**config.mk**
```make
export PLATFORM = sky130hd
export DESIGN_NAME = key_debounce_multi
export DESIGN_NICKNAME = d
export VERILOG_FILES = /design/src/rtl/key_pkg.sv /design/src/rtl/key_channel.sv /design/src/rtl/key_debounce_multi.sv
export SDC_FILE = /design/constraint.sdc
export NUM_CORES = 1
export LEC_CHECK = 0
export BUFFER_PORTS_ARGS = -buffer_cell sky130_fd_sc_hd__buf_4
export CORE_ASPECT_RATIO = 1.4
export CORE_MARGIN = 2
export CORE_UTILIZATION = 46
export DETAILED_ROUTE_END_ITERATION = 10
export SETUP_SLACK_MARGIN = 0.05
export SLEW_MARGIN = 20
export SYNTH_ARGS = -nofsm -noshare
export SYNTH_HDL_FRONTEND = slang
export SYNTH_SLANG_ARGS = --single-unit
```
**constraint.sdc**
```tcl
create_clock -name clk -period 2.6 [get_ports clk]
set_input_delay 0.26 -clock clk [delete_from_list [all_inputs] [get_ports clk]]
set_output_delay 0.26 -clock clk [all_outputs]
set_load 0.02 [all_outputs]
```
**src/rtl/key_pkg.sv**
```systemverilog
// key_pkg: shared state encoding, default timing constants and width helper for the key debouncer
package key_pkg;

    localparam logic [1:0] ST_IDLE    = 2'd0;
    localparam logic [1:0] ST_FILTER0 = 2'd1;
    localparam logic [1:0] ST_DOWN    = 2'd2;
    localparam logic [1:0] ST_FILTER1 = 2'd3;

    typedef enum logic [1:0] {
        IDLE    = ST_IDLE,
        FILTER0 = ST_FILTER0,
        DOWN    = ST_DOWN,
        FILTER1 = ST_FILTER1
    } key_state_e;

    // 20 ms debounce and 1 s long-press at 50 MHz
    localparam int DEF_DEBOUNCE_CYCLES = 1_000_000;
    localparam int DEF_LONG_CYCLES     = 50_000_000;

    // Counter width able to hold values 0..n-1, never narrower than one bit
    function automatic int cnt_width(input int n);
        return (n > 1) ? $clog2(n) : 1;
    endfunction

endpackage

```
**src/rtl/key_channel.sv**
```systemverilog
// key_channel: one key - pin synchroniser, debounce FSM, long-press counter and toggle bit
module key_channel
    import key_pkg::*;
#(
    parameter int DEBOUNCE_CYCLES = DEF_DEBOUNCE_CYCLES,
    parameter int LONG_CYCLES     = DEF_LONG_CYCLES,
    parameter bit ACTIVE_LOW      = 1'b1
) (
    input  logic clk,
    input  logic rst_n,
    input  logic key_in,
    output logic key_level,
    output logic press_pulse,
    output logic release_pulse,
    output logic long_pulse,
    output logic toggle_state
);

    localparam int DW = cnt_width(DEBOUNCE_CYCLES);
    localparam int LW = cnt_width(LONG_CYCLES + 1);
    localparam logic [DW-1:0] DEB_LAST  = DW'(DEBOUNCE_CYCLES - 1);
    localparam logic [LW-1:0] LONG_LAST = LW'((LONG_CYCLES > 0) ? LONG_CYCLES - 1 : 0);
    // The counter parks one past LONG_LAST so the long pulse can only fire once per press
    localparam logic [LW-1:0] LONG_MAX  = LW'(LONG_CYCLES);
    localparam logic [1:0]    PIN_IDLE  = {2{ACTIVE_LOW}};

    logic [1:0]    sync_q, sync_d;
    key_state_e    state_q, state_d;
    logic [DW-1:0] deb_cnt_q, deb_cnt_d;
    logic [LW-1:0] long_cnt_q, long_cnt_d;
    logic          toggle_q, toggle_d;
    logic          level_q, level_d;
    logic          press_q, press_d;
    logic          release_q, release_d;
    logic          long_q, long_d;
    logic          act;

    // Next-state logic: accept a level only after it has been stable for the full hold time
    always_comb begin
        sync_d     = {sync_q[0], key_in};
        act        = ACTIVE_LOW ? ~sync_q[1] : sync_q[1];
        state_d    = state_q;
        deb_cnt_d  = deb_cnt_q;
        long_cnt_d = long_cnt_q;
        toggle_d   = toggle_q;
        press_d    = 1'b0;
        release_d  = 1'b0;
        long_d     = 1'b0;
        case (state_q)
            IDLE: begin
                if (act) begin
                    state_d   = FILTER0;
                    deb_cnt_d = '0;
                end
            end
            FILTER0: begin
                if (!act) begin
                    state_d = IDLE;
                end else if (deb_cnt_q == DEB_LAST) begin
                    state_d    = DOWN;
                    press_d    = 1'b1;
                    toggle_d   = ~toggle_q;
                    long_cnt_d = '0;
                end else begin
                    deb_cnt_d = deb_cnt_q + DW'(1);
                end
            end
            DOWN: begin
                if (LONG_CYCLES > 0 && long_cnt_q != LONG_MAX) begin
                    long_cnt_d = long_cnt_q + LW'(1);
                    long_d     = long_cnt_q == LONG_LAST;
                end
                if (!act) begin
                    state_d   = FILTER1;
                    deb_cnt_d = '0;
                end
            end
            FILTER1: begin
                if (act) begin
                    state_d = DOWN;
                end else if (deb_cnt_q == DEB_LAST) begin
                    state_d   = IDLE;
                    release_d = 1'b1;
                end else begin
                    deb_cnt_d = deb_cnt_q + DW'(1);
                end
            end
        endcase
        level_d = (state_d == DOWN) || (state_d == FILTER1);
    end

    // State, counters and registered outputs; reset parks the synchroniser at the released pin level
    always_ff @(posedge clk or negedge rst_n) begin
        if (!rst_n) begin
            sync_q     <= PIN_IDLE;
            state_q    <= IDLE;
            deb_cnt_q  <= '0;
            long_cnt_q <= '0;
            toggle_q   <= 1'b0;
            level_q    <= 1'b0;
            press_q    <= 1'b0;
            release_q  <= 1'b0;
            long_q     <= 1'b0;
        end else begin
            sync_q     <= sync_d;
            state_q    <= state_d;
            deb_cnt_q  <= deb_cnt_d;
            long_cnt_q <= long_cnt_d;
            toggle_q   <= toggle_d;
            level_q    <= level_d;
            press_q    <= press_d;
            release_q  <= release_d;
            long_q     <= long_d;
        end
    end

    assign key_level     = level_q;
    assign press_pulse   = press_q;
    assign release_pulse = release_q;
    assign long_pulse    = long_q;
    assign toggle_state  = toggle_q;

endmodule

```
**src/rtl/key_debounce_multi.sv**
```systemverilog
// key_debounce_multi: NUM_KEYS independent debounced key channels
module key_debounce_multi
    import key_pkg::*;
#(
    parameter int NUM_KEYS        = 4,
    parameter int DEBOUNCE_CYCLES = DEF_DEBOUNCE_CYCLES,
    parameter int LONG_CYCLES     = DEF_LONG_CYCLES,
    parameter bit ACTIVE_LOW      = 1'b1
) (
    input  logic                clk,
    input  logic                rst_n,
    input  logic [NUM_KEYS-1:0] key_in,
    output logic [NUM_KEYS-1:0] key_level,
    output logic [NUM_KEYS-1:0] press_pulse,
    output logic [NUM_KEYS-1:0] release_pulse,
    output logic [NUM_KEYS-1:0] long_pulse,
    output logic [NUM_KEYS-1:0] toggle_state
);

    for (genvar k = 0; k < NUM_KEYS; k++) begin : g_ch
        key_channel #(
            .DEBOUNCE_CYCLES(DEBOUNCE_CYCLES),
            .LONG_CYCLES    (LONG_CYCLES),
            .ACTIVE_LOW     (ACTIVE_LOW)
        ) u_ch (
            .clk          (clk),
            .rst_n        (rst_n),
            .key_in       (key_in[k]),
            .key_level    (key_level[k]),
            .press_pulse  (press_pulse[k]),
            .release_pulse(release_pulse[k]),
            .long_pulse   (long_pulse[k]),
            .toggle_state (toggle_state[k])
        );
    end

endmodule

```
---- Word level (Yosys, flattened, before mapping) ----
Index checks and enable logic that the tools add are counted.
Widths: inputs -> output; s select.
storage, ports and cells
  bits in registers ....................... 220
  input bits .............................. 6
  output and inout bits ................... 20
cells by class
  $add $sub $neg .......................... 8
  equal/unequal tests ..................... 56
  mux-type cells .......................... 96
  bitwise operators ....................... 8
  reductions and logical operators ........ 24
operators with widths
  cell                   number
  $mux 20                20
  $pmux 20 s4            4
  $mux 26                12
  $pmux 26 s2            4
  $add 26x1->26 const B  4
  $eq 26x26->1 const B   4
  $ne 26x26->1 const B   4
  $add 20x1->20 const B  4
  $eq 20x20->1 const B   4
  $mux 2                 24
  $eq 2x2->1 const B     16
  $ne 2x1->1 const B     16
  $pmux 2 s4             4
  $reduce_and 4->1       8
  $mux 1                 28
  $ne 2x2->1 const B     8
  $reduce_and 3->1       4
  $eq 2x1->1 const B     4
  $logic_not 2->1        4
  $not 1->1              8
  $reduce_bool 2->1      4
  $logic_or 1x1->1       4

---- Depth between registers and ports, before layout ----
Gate-level depths: netlist of the first run.
  word-level depth ........................ 6
  depth in mapped cells ................... 9
  mapped depth without buffers ............ 7

---- Hierarchy ----
From an unflattened synthesis of the first run, not the netlist that was laid out.
second synthesis, totals
  cell total of the unflattened synthesis .. 1,224
  area, all modules ....................... 11,730.0 µm²
modules (own cells, without submodules)
  module                           times used  cells each  area an instance (µm²)  sequential area each (µm²)
  key_channel at g_ch[1].u_ch ...  2           305         2,882.8                 1,378.8
  key_channel at g_ch[0].u_ch      1           306         3,011.6                 1,378.8
  key_channel at g_ch[3].u_ch      1           308         2,952.8                 1,378.8

---- Worst setup path before layout of the first run ----
OpenSTA, ideal clock, no wires.
  path kind ............................... register -> register
  start ................................... reg g_ch[2].u_ch.deb_cnt_q[6]
  end ..................................... reg g_ch[2].u_ch.long_cnt_q[2]
  library setup time ...................... 0.148 ns
  data arrival time ....................... 2.142 ns
  setup slack ............................. 0.310 ns
  stages on the path, launching flop included .. 7
  buffers on the path ..................... 1
  clock period less this slack ............ 2.290 ns
  cell sequence ........................... dfrtp_1 -> or4b_1 -> or4_1 -> buf_2 -> or4_4 -> o211ai_1 -> o31ai_1
on the way
  longest elaborated chain between the ends .. 3
ends and longest elaborated chain
  element                            line                RTL
  start, declared                    key_channel.sv:29   logic [DW-1:0] deb_cnt_q, deb_cnt_d;
  start signal, assigned             key_channel.sv:107  deb_cnt_q <= deb_cnt_d;
  $eq 20x20->1                       key_channel.sv:59   end else if (deb_cnt_q == DEB_LAST) begin
  $ne 2x1->1 (no source line)        -
  $reduce_and 4->1 (no source line)  -
  end signal, assigned               key_channel.sv:108  long_cnt_q <= long_cnt_d;
  end, declared                      key_channel.sv:30   logic [LW-1:0] long_cnt_q, long_cnt_d;
Every way passes these cells.
A chain may end at the register's enable or synchronous reset.

---- Worst setup path after layout of the first run ----
Ends and elaborated chain as after synthesis.

==> results of run 1 <==
[worst max-delay path, delay by kind of cell (launching register included)]
family | cells | cell delay, ps
simple gates | 3 | 1660
compound gates | 2 | 200
flops | 1 | 430
[what timing repair did]
| action | CTS | global route |
|---|---|---|
| endpoints found under the hold margin | 77 | 0 |
| buffers inserted | 0 | 0 |
| endpoints found under the setup margin | 0 | 0 |
| hold buffers | 5 | 0 |
[state kept, by name (all words and copies together) (netlist names)]
name                     count
g_ch.u_ch.deb_cnt_q         80
g_ch.u_ch.key_level          4
g_ch.u_ch.long_cnt_q       104
g_ch.u_ch.long_pulse         4
g_ch.u_ch.press_pulse        4
g_ch.u_ch.release_pulse      4
g_ch.u_ch.state_q            8
g_ch.u_ch.sync_q             8
g_ch.u_ch.toggle_state       4
[per-stage QoR]
| stage | cells | instance area [sq um] | hold slack (ps) |
|---|---|---|---|
| after floorplan | 1180 | 11200 | -35.6 |
| after global placement | 1489 | 11800 | 302 |
| after detailed placement | 1489 | 11800 | 304 |
| after CTS | 1538 | 12600 | 356 |
| after global routing | 1538 | 12600 | 358 |
| final | 1538 | 12600 | 330 |
[placed cells by master (no fill, tap or decap), types with 5 or more instances in the layout]
| cell type | count |
|---|---|
| buf_4 | 58 |
| nand2_1 | 86 |
| dfrtp_1 | 212 |
| o31ai_1 | 6 |
| nor2b_1 | 8 |
| a21oi_1 | 24 |
| dlygate4sd3_1 | 5 |
| nor2_1 | 184 |
| and2_1 | 6 |
| nand3_1 | 75 |
| or3_1 | 22 |
| inv_1 | 36 |
| clkinv_4 | 5 |
| xor2_1 | 93 |
| and3_1 | 19 |
| mux2i_1 | 5 |
| nand4b_1 | 9 |
| or4_1 | 15 |
| nor4b_1 | 10 |
| and4_1 | 14 |
| nor4_1 | 15 |
| clkbuf_16 | 25 |
| nor3_1 | 42 |
| o211ai_1 | 7 |
| dfstp_2 | 8 |
| ha_1 | 12 |
| nand2b_1 | 5 |
| nand4_1 | 52 |
| or2_2 | 6 |
| xnor2_1 | 53 |
| and4b_1 | 6 |
| mux2_2 | 5 |
| clkbuf_1 | 6 |
| o21ai_0 | 43 |
[power by group]
group | internal [mW] | switching, mW | total, mW
combinational | 0.0716 | 0.138 | 0.209
sequential | 3.47 | 0.0511 | 3.52
clock | 1.89 | 1.38 | 3.27
total | 5.44 | 1.57 | 7.00
[how the worst max path moves through the flow]
stage | startpoint | end | slack, ps | cells after the start
finish | g_ch[2].u_ch.deb_cnt_q[6]$_DFFE_PN0P_ | g_ch[2].u_ch.long_cnt_q[2]$_DFFE_PN0P_ | 200 | 5
global route | g_ch[2].u_ch.deb_cnt_q[9]$_DFFE_PN0P_ | g_ch[2].u_ch.long_cnt_q[25]$_DFFE_PN0P_ | 90 | 5
CTS | g_ch[2].u_ch.deb_cnt_q[6]$_DFFE_PN0P_ | g_ch[2].u_ch.long_cnt_q[2]$_DFFE_PN0P_ | 200 | 5
detailed placement | g_ch[2].u_ch.deb_cnt_q[6]$_DFFE_PN0P_ | g_ch[2].u_ch.long_cnt_q[2]$_DFFE_PN0P_ | 180 | 5
global placement | g_ch[2].u_ch.deb_cnt_q[6]$_DFFE_PN0P_ | g_ch[2].u_ch.long_cnt_q[1]$_DFFE_PN0P_ | 220 | 6
floorplan | g_ch[2].u_ch.deb_cnt_q[6]$_DFFE_PN0P_ | g_ch[2].u_ch.long_cnt_q[2]$_DFFE_PN0P_ | 310 | 6
[layout make-up]
class	count	area, sq um
Inverter	36	135
Tap cell	310	388
Timing Repair Buffer	67	561
Sequential cell	220	5520
Clock buffer	35	703
Clock inverter	9	71.3
Fill cell	2222	11300
Multi-Input combinational cell	861	5230
[layer usage]
layer / up-vias / wire length (um) / global-route usage
met3: 34 / 542 / 0.0221
met4: 0 / 448 / 0.0473
met2: 81 / 11100 / 0.315
met5: - / 0 / 0
li1: 4136 / - / -
met1: 4035 / 9970 / 0.234
[logic make-up after synthesis]
family	share of synthesized area
mux	0.00952
xor+xnor	0.114
buf+inv	0.0404
simple gates	0.279
fa+ha+maj	0.0134
compound gates	0.0497
flops	0.494
==> results.tsv, run 1 <==
metric	value	unit
setup TNS	0	ps
Die W	136	um
Post-DP HPWL	14900	um
synth-to-layout area growth	12.8	%
Residual DRC	0	
Final min period	2400	ps
number of synthesized flops with an enable pin	0	
crit-path max cell delay	630	ps
first-pass GRT wire length	39000	um
Vias	8286	
IO buf count	25	
status	finished, final reports clean	
largest area contributor in the synthesized netlist	dfrtp_1	
Starting DRT DRC Count	409	
vias in the first global route	8297	
antenna cells	0	
Ys Warns	0	
Die H	188	um
Max-Cap Viols	0	
CTS sink cnt	220	
Num CTS Buffers	24	
GPL Wtd Cong	0.795	
Top Ports	26	
share of cells above drive strength 1	0.107	
VDD IR-drop max	0.000495	V
CTS max path bufs	3	
post_cts resized	0	
number of vias per cell	5.39	
post-synthesis cell type count	56	
critical path startpoint category	register	
pre-CTS setup slack	183	ps
core region area	23900	sq um
relative slew slack	0.369	
Worst Path Required	2990	ps
CTS tree	done	
initial antenna violation count	0	
pwr/cell area	556	nW/um^2
Layout Utilization	0.528	
worst clock skew	9.28	ps
synthesized cell area	11200	sq um
Max stage delay cell, worst path	or4_1	
share of Yosys cell area claimed by the top area cell type	0.475	
post-synthesis sequential area ratio	0.494	
Starting Density	0.468	
hold crit path type	in -> async	
wire length per cell	14.3	um
Pre-antenna DRT Iters	4	
crit path max fanout	7	
final slew viol count	0	
Remaining Overflow, GRT	0	
Global Route Usage Sum	0.180	
Rows	67	
CP endpoint kind	register	
Mean Syn Cell Area	9.47	sq um
Pleak	5.50	nW
Synth top cells by count	dfrtp_1 (212), nor2_1 (186), xor2_1 (93)	
Least-Margin Pin Slew	938	ps
clk slew on worst S/H paths	60	ps
Fmax	417	MHz
r2r worst-path depth	5	
final hold violation count	0	
antenna-violating nets left	0	
Area contributors post-synth	dfrtp_1 (47%), xor2_1 (7.3%), nor2_1 (6.2%)	
Worst-Skew Late Latency	510	ps
Mapped Nets	1198	
H-tree level count	1	
flops & latches, synth	220	
final worst path period share	0.921	
critical-path cell list	or4b_1 -> or4_1 -> or4_4 -> o211ai_1 -> o31ai_1	
critical path type	reg -> reg	
worst r2r src	g_ch[2].u_ch.deb_cnt_q[6]$_DFFE_PN0P_	
top-count cell post-synth	dfrtp_1	
setup violators final	0	
worst reg2reg path endpoint	g_ch[2].u_ch.long_cnt_q[2]$_DFFE_PN0P_	
r2r setup slk	200	ps
Pwr Total	7.00	mW
RSZ-0062 raised after global routing	no	
Syn Inst Count	1180	
Critical Path AT	2790	ps
DRT Wirelength	22000	um
root buf cell	clkbuf_16	
largest net degree at the start of global routing	81	
Die ar.	25600	sq um
Final #Nets	1228	
Async S/R FF share, synth	1.00	
worst setup slack after layout	204	ps
ys flop type	dfrtp_1	
No activity file was read; power rests on OpenSTA's default activity.
==> inputs of run 2 (changes only) <==
==> constraint.sdc (replaced) <==
create_clock -name clk -period 2.45 [get_ports clk]
set_input_delay 0.245 -clock clk [delete_from_list [all_inputs] [get_ports clk]]
set_output_delay 0.245 -clock clk [all_outputs]
set_load 0.02 [all_outputs]
==> run 2 against run 1 <==
Effect of this change: via count grew 0.54%; global-route usage increased by 0.33 points; non-clock buffer count grew 6; hold slack got worse by 31 ps; first-iteration DRC count is 1.7% lower; clock-buffer cell count is 4 lower; wire length is 1.4% higher; critical path depth is the same; clock power grew 13%; cell area is 0.51% higher; sequential power rose by 6.2%; largest cell class unchanged; highest routed layer unchanged.
==> results.tsv, run 2 (synthesis results as in run 1) <==
metric	value	unit
Worst-Skew Late Latency	500	ps
most common cell after layout, fill and taps aside	dfrtp_1	
Die ar.	25600	sq um
Post-DP HPWL	15100	um
Rows	67	
Top Ports	26	
worst clock skew	12.4	ps
Final min period	2280	ps
commonest cells after routing, fill and taps aside	dfrtp_1 (212), nor2_1 (183), xor2_1 (93)	
r2r setup slk	170	ps
setup violators final	0	
Largest register FFs	104	
FILL cells	2191	
Max stage delay cell, worst path	or4_1	
number of vias per cell	5.41	
GPL Wtd Cong	0.798	
CTS max path bufs	3	
Layout Utilization	0.530	
critical-path cell list	or4_1 -> or4_1 -> or4_4 -> o211ai_1 -> o31ai_1	
Critical Path End	g_ch[2].u_ch.long_cnt_q[2]$_DFFE_PN0P_	
clk slew on worst S/H paths	60	ps
Least-Margin Pin Slew	894	ps
largest net degree at the start of global routing	70	
wire length per cell	14.5	um
initial antenna violation count	0	
Worst Path Required	2830	ps
Residual DRC	0	
Starting Density	0.468	
Remaining Overflow, GRT	0	
vias in the first global route	8478	
VDD IR-drop max	0.000623	V
Internal	6.04	mW
H-tree level count	1	
worst reg2reg path endpoint	g_ch[2].u_ch.long_cnt_q[2]$_DFFE_PN0P_	
root buf cell	clkbuf_16	
antenna cells	0	
post_cts resized	0	
setup TNS	0	ps
status	finished, final reports clean	
first-pass GRT wire length	39600	um
Starting DRT DRC Count	402	
Pre-antenna DRT Iters	8	
worst r2r src	g_ch[2].u_ch.deb_cnt_q[7]$_DFFE_PN0P_	
clock power share	0.482	
CTS sink cnt	220	
antenna-violating nets left	0	
sequential share of power	0.489	
core region area	23900	sq um
share of cells above drive strength 1	0.108	
crit-path max cell delay	540	ps
Crit. Startpoint	g_ch[2].u_ch.deb_cnt_q[7]$_DFFE_PN0P_	
synth-to-layout area growth	13.4	%
Pwr Total	7.64	mW
Most flops, register	g_ch.u_ch.long_cnt_q	
Die H	188	um
Max-Cap Viols	0	
Max Used Layer	met4	
Vias	8331	
Post-CTS Setup Bufs	0	
wl on met1	9970	um
DRT Wirelength	22400	um
Sw Share	0.209	
relative slew slack	0.398	
Final #Nets	1233	
Die W	136	um
RSZ-0062 raised after global routing	no	
pwr/cell area	603	nW/um^2
CP dominant cell by count	or4_1	
hold crit path type	in -> async	
final worst path period share	0.932	
detailed route wirelength on metal3	622	um
Fmax	438	MHz
r2r worst-path depth	5	
Comb power frac	0.029	
final slew viol count	0	
Top Registers	g_ch.u_ch.long_cnt_q (104), g_ch.u_ch.deb_cnt_q (80)	
CTS tree	done	
Num CTS Buffers	23	
WL met2	11200	um
critical path startpoint category	register	
crit path max fanout	5	
CP endpoint kind	register	
Pleak	5.54	nW
critical path type	reg -> reg	
final hold violation count	0	
Global Route Usage Sum	0.183	
IO buf count	25	
net switching power	1.60	mW
hold buffers post-CTS	5	
Critical Path AT	2660	ps
run 2: changes by cell type in the layout (fill, tap and decap cells not counted), sizes merged:
cell,previous run,this run
bufinv,0,5
clkbuf,35,31
buf,62,68
clkinv,6,2
clkinvlp,3,2
run 2: worst min-delay path by stage:
| stage | start | to | slack (ps) | cells past startpoint |
|---|---|---|---|---|
| 6_report | rst_n | g_ch[0].u_ch.deb_cnt_q[10]$_DFFE_PN0P_ | 300 | 2 |
| 5_1_grt | rst_n | g_ch[0].u_ch.deb_cnt_q[12]$_DFFE_PN0P_ | 340 | 2 |
| 4_1_cts | rst_n | g_ch[0].u_ch.deb_cnt_q[1]$_DFFE_PN0P_ | 310 | 2 |
| 3_5_place_dp | rst_n | g_ch[0].u_ch.deb_cnt_q[9]$_DFFE_PN0P_ | 250 | 1 |
| 3_3_place_gp | rst_n | g_ch[0].u_ch.deb_cnt_q[9]$_DFFE_PN0P_ | 250 | 1 |
| 2_1_floorplan | rst_n | g_ch[0].u_ch.deb_cnt_q[0]$_DFFE_PN0P_ | -50 | 0 |
run 2: routing by layer:
metal / GRT usage / up-vias
li1: - / 4147
met1: 0.232 / 4049
met2: 0.325 / 96
met3: 0.0223 / 39
met4: 0.0533 / 0
met5: 0 / -
run 2: power groups by stage:
stage	sequential, mW	combinational, mW	clock, mW
final	3.74	0.220	3.68
after floorplan	3.78	0.110	0
after detailed placement	3.80	0.224	0
after global placement	3.80	0.218	0
after CTS	3.74	0.230	3.81
after global routing	3.74	0.262	3.95
run 2: layout make-up:
type / instances / area [sq um] / share of cell area
clock buffers: 31 / 616 / 0.0486
clock inverters: 9 / 175 / 0.0138
inverters: 36 / 135 / 0.0107
multi-input cells: 861 / 5230 / 0.413
flip-flops and latches: 220 / 5520 / 0.435
well taps: 310 / 388 / 0.0306
repair buffers: 73 / 606 / 0.0478
run 2: metrics by stage:
stage          cell area (sq um)  setup slack, ps  hold slack, ps  instances
3_3_place_gp               11800              213             248       1495
6_report                   12700              166             299       1540
5_1_grt                    12700             82.3             342       1540
3_5_place_dp               11800              158             251       1495
4_1_cts                    12700              153             308       1540
2_1_floorplan              11200              160           -50.6       1180
run 2: worst max-delay path: cells and delay by family, from the launching register on:
family | cells | cell delay (ps)
AND/OR/NAND/NOR | 3 | 1550
flip-flops | 1 | 420
AO/OA/AOI/OAI | 2 | 200
